<file path="src/rtl/bus_pkg.sv">
// Shared types for the cache-to-memory bus arbiter: FSM states, requester IDs
// and the default line width, which follows the `DMEM_LINE macro.
`ifndef DMEM_LINE
`define DMEM_LINE 256
`endif

package bus_pkg;

    localparam int LINE_W_DEF = `DMEM_LINE;
    localparam int ADDR_W_DEF = 64;

    typedef enum logic [2:0] {
        IDLE,
        WR,
        RD_REQ,
        RD_WAIT,
        RESP
    } bus_state_e;

    typedef enum logic {
        REQ_I = 1'b0,
        REQ_D = 1'b1
    } req_id_e;

endpackage

</file>
<file path="src/rtl/bus_wbuf.sv">
// One-entry write-back buffer. A push is accepted only while empty; a pop
// empties it. The two never coincide because pop implies the entry is valid.
module bus_wbuf #(
    parameter int LINE_W = 256,
    parameter int ADDR_W = 64
) (
    input  logic              clk,
    input  logic              clr_n,
    input  logic              push,
    input  logic [ADDR_W-1:0] push_addr,
    input  logic [LINE_W-1:0] push_data,
    input  logic              pop,
    output logic              valid,
    output logic [ADDR_W-1:0] addr,
    output logic [LINE_W-1:0] data
);

    logic              valid_q, valid_d;
    logic [ADDR_W-1:0] addr_q, addr_d;
    logic [LINE_W-1:0] data_q, data_d;

    always_comb begin
        valid_d = valid_q;
        addr_d  = addr_q;
        data_d  = data_q;
        if (pop) begin
            valid_d = 1'b0;
        end
        // A write arriving while the entry is occupied is dropped.
        if (push && !valid_q) begin
            valid_d = 1'b1;
            addr_d  = push_addr;
            data_d  = push_data;
        end
    end

    always_ff @(posedge clk or negedge clr_n) begin
        if (!clr_n) begin
            valid_q <= 1'b0;
            addr_q  <= '0;
            data_q  <= '0;
        end else begin
            valid_q <= valid_d;
            addr_q  <= addr_d;
            data_q  <= data_d;
        end
    end

    assign valid = valid_q;
    assign addr  = addr_q;
    assign data  = data_q;

endmodule

</file>
<file path="src/rtl/bus_arb.sv">
// Memory bus arbiter between imem fills and dmem fills/write-backs, with a
// one-entry write buffer drained ahead of reads. Define BUS_ARB_RR_EN for
// round-robin read arbitration; otherwise dmem always wins a read tie.
module bus_arb
    import bus_pkg::*;
#(
    parameter int LINE_W = LINE_W_DEF,
    parameter int ADDR_W = ADDR_W_DEF
) (
    input  logic              clk,
    input  logic              clr_n,
    input  logic [ADDR_W-1:0] i_addr,
    input  logic              i_rd,
    output logic [LINE_W-1:0] i_data,
    output logic              i_dv,
    input  logic [ADDR_W-1:0] d_addr,
    input  logic              d_rd,
    input  logic [LINE_W-1:0] d_data_in,
    input  logic              d_wr,
    output logic [LINE_W-1:0] d_data_out,
    output logic              d_dv,
    output logic              d_wbusy,
    output logic [ADDR_W-1:0] m_addr,
    output logic              m_rd,
    input  logic [LINE_W-1:0] m_data_in,
    input  logic              m_dv,
    output logic [LINE_W-1:0] m_data_out,
    output logic              m_wr
);

    bus_state_e        state_q, state_d;
    req_id_e           gnt_q, gnt_d;
    req_id_e           rd_sel;
    logic [ADDR_W-1:0] rd_addr_q, rd_addr_d;
    logic [ADDR_W-1:0] m_addr_q, m_addr_d;
    logic [LINE_W-1:0] m_data_out_q, m_data_out_d;
    logic              m_rd_q, m_rd_d;
    logic              m_wr_q, m_wr_d;
    logic [LINE_W-1:0] i_data_q, i_data_d;
    logic [LINE_W-1:0] d_data_out_q, d_data_out_d;
    logic              i_dv_q, i_dv_d;
    logic              d_dv_q, d_dv_d;

    logic              wb_push, wb_pop, wb_valid;
    logic [ADDR_W-1:0] wb_addr;
    logic [LINE_W-1:0] wb_data;

`ifdef BUS_ARB_RR_EN
    req_id_e           last_q, last_d;
`endif

    assign wb_push = d_wr && !wb_valid;

    bus_wbuf #(
        .LINE_W (LINE_W),
        .ADDR_W (ADDR_W)
    ) u_wbuf (
        .clk       (clk),
        .clr_n     (clr_n),
        .push      (wb_push),
        .push_addr (d_addr),
        .push_data (d_data_in),
        .pop       (wb_pop),
        .valid     (wb_valid),
        .addr      (wb_addr),
        .data      (wb_data)
    );

    always_comb begin
`ifdef BUS_ARB_RR_EN
        rd_sel = (d_rd && (!i_rd || last_q == REQ_I)) ? REQ_D : REQ_I;
`else
        rd_sel = d_rd ? REQ_D : REQ_I;
`endif
    end

    always_comb begin
        state_d      = state_q;
        gnt_d        = gnt_q;
        rd_addr_d    = rd_addr_q;
        m_addr_d     = m_addr_q;
        m_data_out_d = m_data_out_q;
        i_data_d     = i_data_q;
        d_data_out_d = d_data_out_q;
        m_rd_d       = 1'b0;
        m_wr_d       = 1'b0;
        i_dv_d       = 1'b0;
        d_dv_d       = 1'b0;
        wb_pop       = 1'b0;
`ifdef BUS_ARB_RR_EN
        last_d       = last_q;
`endif
        case (state_q)
            IDLE: begin
                if (wb_valid) begin
                    state_d      = WR;
                    m_wr_d       = 1'b1;
                    m_addr_d     = wb_addr;
                    m_data_out_d = wb_data;
                    wb_pop       = 1'b1;
                // A write landing in the buffer this edge must drain before any read.
                end else if (!d_wr && (i_rd || d_rd)) begin
                    state_d   = RD_REQ;
                    gnt_d     = rd_sel;
                    rd_addr_d = (rd_sel == REQ_D) ? d_addr : i_addr;
`ifdef BUS_ARB_RR_EN
                    last_d    = rd_sel;
`endif
                end
            end
            WR: begin
                state_d = IDLE;
            end
            RD_REQ: begin
                m_rd_d   = 1'b1;
                m_addr_d = rd_addr_q;
                state_d  = RD_WAIT;
            end
            RD_WAIT: begin
                if (m_dv) begin
                    if (gnt_q == REQ_D) begin
                        d_data_out_d = m_data_in;
                        d_dv_d       = 1'b1;
                    end else begin
                        i_data_d = m_data_in;
                        i_dv_d   = 1'b1;
                    end
                    state_d = RESP;
                end
            end
            RESP: begin
                // Guard cycle: the requester drops its rd before IDLE looks again.
                state_d = IDLE;
            end
            default: begin
                state_d = IDLE;
            end
        endcase
    end

    always_ff @(posedge clk or negedge clr_n) begin
        if (!clr_n) begin
            state_q      <= IDLE;
            gnt_q        <= REQ_D;
            rd_addr_q    <= '0;
            m_addr_q     <= '0;
            m_data_out_q <= '0;
            m_rd_q       <= 1'b0;
            m_wr_q       <= 1'b0;
            i_data_q     <= '0;
            d_data_out_q <= '0;
            i_dv_q       <= 1'b0;
            d_dv_q       <= 1'b0;
        end else begin
            state_q      <= state_d;
            gnt_q        <= gnt_d;
            rd_addr_q    <= rd_addr_d;
            m_addr_q     <= m_addr_d;
            m_data_out_q <= m_data_out_d;
            m_rd_q       <= m_rd_d;
            m_wr_q       <= m_wr_d;
            i_data_q     <= i_data_d;
            d_data_out_q <= d_data_out_d;
            i_dv_q       <= i_dv_d;
            d_dv_q       <= d_dv_d;
        end
    end

`ifdef BUS_ARB_RR_EN
    always_ff @(posedge clk or negedge clr_n) begin
        if (!clr_n) begin
            last_q <= REQ_D;
        end else begin
            last_q <= last_d;
        end
    end
`endif

    assign m_addr     = m_addr_q;
    assign m_data_out = m_data_out_q;
    assign m_rd       = m_rd_q;
    assign m_wr       = m_wr_q;
    assign i_data     = i_data_q;
    assign d_data_out = d_data_out_q;
    assign i_dv       = i_dv_q;
    assign d_dv       = d_dv_q;
    assign d_wbusy    = wb_valid;

endmodule

</file>
<file path="config.mk">
export PLATFORM = sky130hd
export DESIGN_NAME = bus_arb
export DESIGN_NICKNAME = d
export VERILOG_FILES = /design/src/rtl/bus_pkg.sv /design/src/rtl/bus_wbuf.sv /design/src/rtl/bus_arb.sv
export SDC_FILE = /design/constraint.sdc
export NUM_CORES = 2
export LEC_CHECK = 0
export BUFFER_PORTS_ARGS = -buffer_cell sky130_fd_sc_hd__buf_2
export CORE_AREA = 2 2 584 586
export CTS_BUF_LIST = sky130_fd_sc_hd__clkbuf_2 sky130_fd_sc_hd__clkbuf_4 sky130_fd_sc_hd__clkbuf_8
export DETAILED_ROUTE_END_ITERATION = 16
export DIE_AREA = 0 0 586 588
export HOLD_SLACK_MARGIN = 0.06
export PLACE_DENSITY_LB_ADDON = 0.15
export SYNTH_ARGS = -nofsm -noshare
export SYNTH_HDL_FRONTEND = slang
export SYNTH_SLANG_ARGS = --single-unit
</file>
<file path="constraint.sdc">
create_clock -name clk -period 5.84 [get_ports clk]
set_clock_uncertainty 0.2 [all_clocks]
set_input_delay 0.292 -clock clk [delete_from_list [all_inputs] [get_ports clk]]
set_output_delay 0.292 -clock clk [all_outputs]
set_load 0.05 [all_outputs]
</file>
==> metrics.md <==
| Metric | Value |
|---|---|
| Syn Inst Count | `2745` |
| Pins Over Slew Limit | `0` |
| Worst slew margin | `33.5%` |
| Run status | `finished, final reports clean` |
| Post-Synth Adder-Cell Area | `0%` |
| # IOs | `1483` |
| Clock tree buffer depth | `4` |
| Peak supply drop | `0.000367 V` |
| Compound-Gate Fraction of Synth Area | `2.26%` |
| Slew at the pin closest to its max-slew limit | `0.998 ns` |
| Mux cell area share after synthesis | `29.5%` |
| Pleak | `36.0 nW` |
| Final total power | `48.6 mW` |
| Syn Nets | `3391` |
| Port Buf Inserts | `1482` |
| Initial antenna violation count | `106` |
| Final setup viols | `0` |
| TritonCTS buffer count | `263` |
| Share of flip-flops with an asynchronous set or reset | `100%` |
| Req. time, crit path | `6.48 ns` |
| RePlAce Congestion | `0.787` |
| Clock period minus worst slack | `3.10 ns` |
| Final Hold Vio Count | `0` |
| Total track usage | `13.0%` |
| Commonest cells in the netlist | `dfrtp_1 (1224), mux2_2 (1146), buf_2 (75), mux2_1 (71)` |
| Grt total ovfl | `0` |
| Synth top area share | `65.8%` |
| Final ANT Viol Nets | `0` |
| Largest cells by area after synthesis | `dfrtp_1 (66%), mux2_2 (28%), mux2_1 (1.7%), a22o_1 (1.2%), a21o_1 (1.0%)` |
| CTS tree | `built` |
| Share of layout cells above drive strength 1 | `52.3%` |
| Power density over the cells | `615 nW/µm²` |
| Post-CTS Setup Bufs | `0` |
| Post-Route WL | `231000 µm` |
| Root buffer cell | `clkbuf_8` |
| Synth Flop Type | `dfrtp_1` |
| Largest family of logic cells by synthesized area | `multiplexers` |
| Area leader, netlist | `dfrtp_1` |
| Die area | `345000 µm²` |
| DR iter-0 viols | `961` |
| Register area share after synthesis | `65.9%` |
| Crit path capture type | `flop` |
| Crit path launch type | `input pin` |
| Netlist cell types | `23` |
| Synthesis-to-layout area growth | `69.7%` |
| First-pass GRT wire length | `318000 µm` |
| H-tree depth | `5` |
| Critical path peak fanout | `99` |
| Cell with the most instances after synthesis | `dfrtp_1` |
| Clock sink count | `1225` |
| TritonRoute pass-1 iters | `5` |
| WL per Instance | `21.9 µm` |
| Vias/cell | `3.43` |
| Mapped cell area | `46500 µm²` |
| Number of max-cap violations | `0` |
| Arrival time worst endpoint | `3.74 ns` |
| Site Rows | `214` |
| Simple-Gate Fraction of Synth Area | `0.210%` |
| Worst-Skew Late Latency | `0.97 ns` |
| Type of the worst min-delay path | `input pin to flop` |
| Die width | `586 µm` |
| Synth Register Bits | `1225` |
| HPWL after DPL | `172000 µm` |
| Die Y-Extent | `588 µm` |
| Fmax | `0.323 GHz` |
| Via count | `36100` |
| Vias in the first global route | `40200` |
| Setup TNS | `0 ns` |
| Crit share post-route | `53.1%` |
| RSZ-0062 raised after global routing | `no` |
| Core outline area | `338000 µm²` |
| Setup CP Type | `input pin to flop` |
| Post-Synth XOR/XNOR Area | `0%` |
| Pin count of the biggest net entering global routing | `145` |
| Post-synthesis area per instance | `16.9 µm²` |
| Initial Utilization | `13.7%` |
| Yosys warnings | `0` |
| Number of flops mapped to enable cells by yosys | `0` |
| Nets@finish | `6443` |
| Reg clk slew, reported paths | `0.05 ns` |
| # DRC | `0` |
-- final timing paths --
| kind | startpoint | to | slack (ns) | depth (start not counted) |
|---|---|---|---|---|
| setup / recovery | m_dv | d_data_out[41] | 2.74 | 7 |
| max in group asynchronous | clr_n | m_data_out[152] | 3.63 | 5 |
| hold / removal | m_data_in[236] | d_data_out[236] | 0.12 | 3 |
| setup reg to reg | u_wbuf.valid | u_wbuf.data[186] | 2.79 | 4 |
| hold reg to reg | m_addr[32] | m_addr[32] | 0.27 | 1 |
| min in group asynchronous | clr_n | state_q[1] | 0.50 | 4 |
-- kinds of logic (layout without fill, tap and decap cells) --
group | after synthesis | in the layout
other cells | 0 | 30
mux | 1217 | 1217
compound gates | 130 | 130
flops | 1225 | 1225
simple gates | 16 | 16
buf+inv | 157 | 3385
-- final cells by class --
cell class	count	area, µm²
diodes	30	75.1
clock buffers	410	5170
clock inverters	31	318
fillers	36600	259000
inverters	1	3.75
multi-input cells	1363	14900
flip-flops and latches	1225	30700
well taps	4536	5680
repair buffers	2943	22200
-- state kept, by name, summed over array words and instances (netlist names) --
register,count
u_wbuf.addr,64
i_dv,1
u_wbuf.data,256
i_data,256
gnt_q,1
m_data_out,256
m_rd,1
d_data_out,256
state_q,3
u_wbuf.valid,1
m_addr,64
rd_addr_q,64
d_dv,1
m_wr,1
-- placed cells by master, fill, tap and decap left out, types with 2 or more instances in the layout --
master	instances
clkinvlp_4	5
nor2_1	3
a21o_1	64
bufinv_16	3
buf_12	17
a21oi_1	2
clkbuf_4	76
inv_8	3
clkinv_2	11
buf_4	31
dlygate4sd3_1	1413
nand2_1	2
mux2_1	71
diode_2	30
inv_6	6
a22o_1	64
nor2b_4	2
buf_2	1480
clkbuf_8	334
clkinv_8	2
dfrtp_1	1224
mux2_2	1146
-- what timing repair did --
action,4_1_cts,5_1_grt
hold buffers,1414,0
endpoints found under the hold margin,1898,0
endpoints found under the setup margin,0,0
gates resized for setup,0,0
-- critical path, stage by stage --
cell and delay [ns]:
dlygate4sd3_1 0.61, buf_2 0.15, dlygate4sd3_1 0.57, and4b_1 0.28, nand2_4 0.64, buf_12 0.43, mux2_2 0.42
-- per-stage QoR --
stage | hold WS (ns) | instances | setup slack, ns | utilization (%) | instance area (µm²)
2_1_floorplan | -0.204 | 2745 | 3.69 | - | 46500
3_3_place_gp | 0.180 | 8653 | 2.10 | 17.5 | 59200
3_5_place_dp | 0.177 | 8654 | 2.57 | 17.5 | 59200
4_1_cts | 0.0610 | 10500 | 2.61 | 23.3 | 78900
5_1_grt | 0.0808 | 10500 | 2.62 | 23.3 | 78900
6_report | 0.120 | 10500 | 2.74 | 23.3 | 79000
-- power breakdown --
part	internal, mW	total, mW	switching, mW
Sequential	12.7	15.1	2.34
Clock	5.73	10.0	4.26
Combinational	7.63	23.5	15.9
Total	26.1	48.6	22.5
-- metal layers --
layer / track usage (%) / up-vias / share of wire [%]
li1: - / 16000 / -
met1: 14.2 / 18300 / 38
met2: 23.0 / 1337 / 50
met3: 5.45 / 421 / 9.7
met4: 3.25 / 32 / 2.7
met5: 0 / - / 0.092
(Power assumes the default switching activity.)
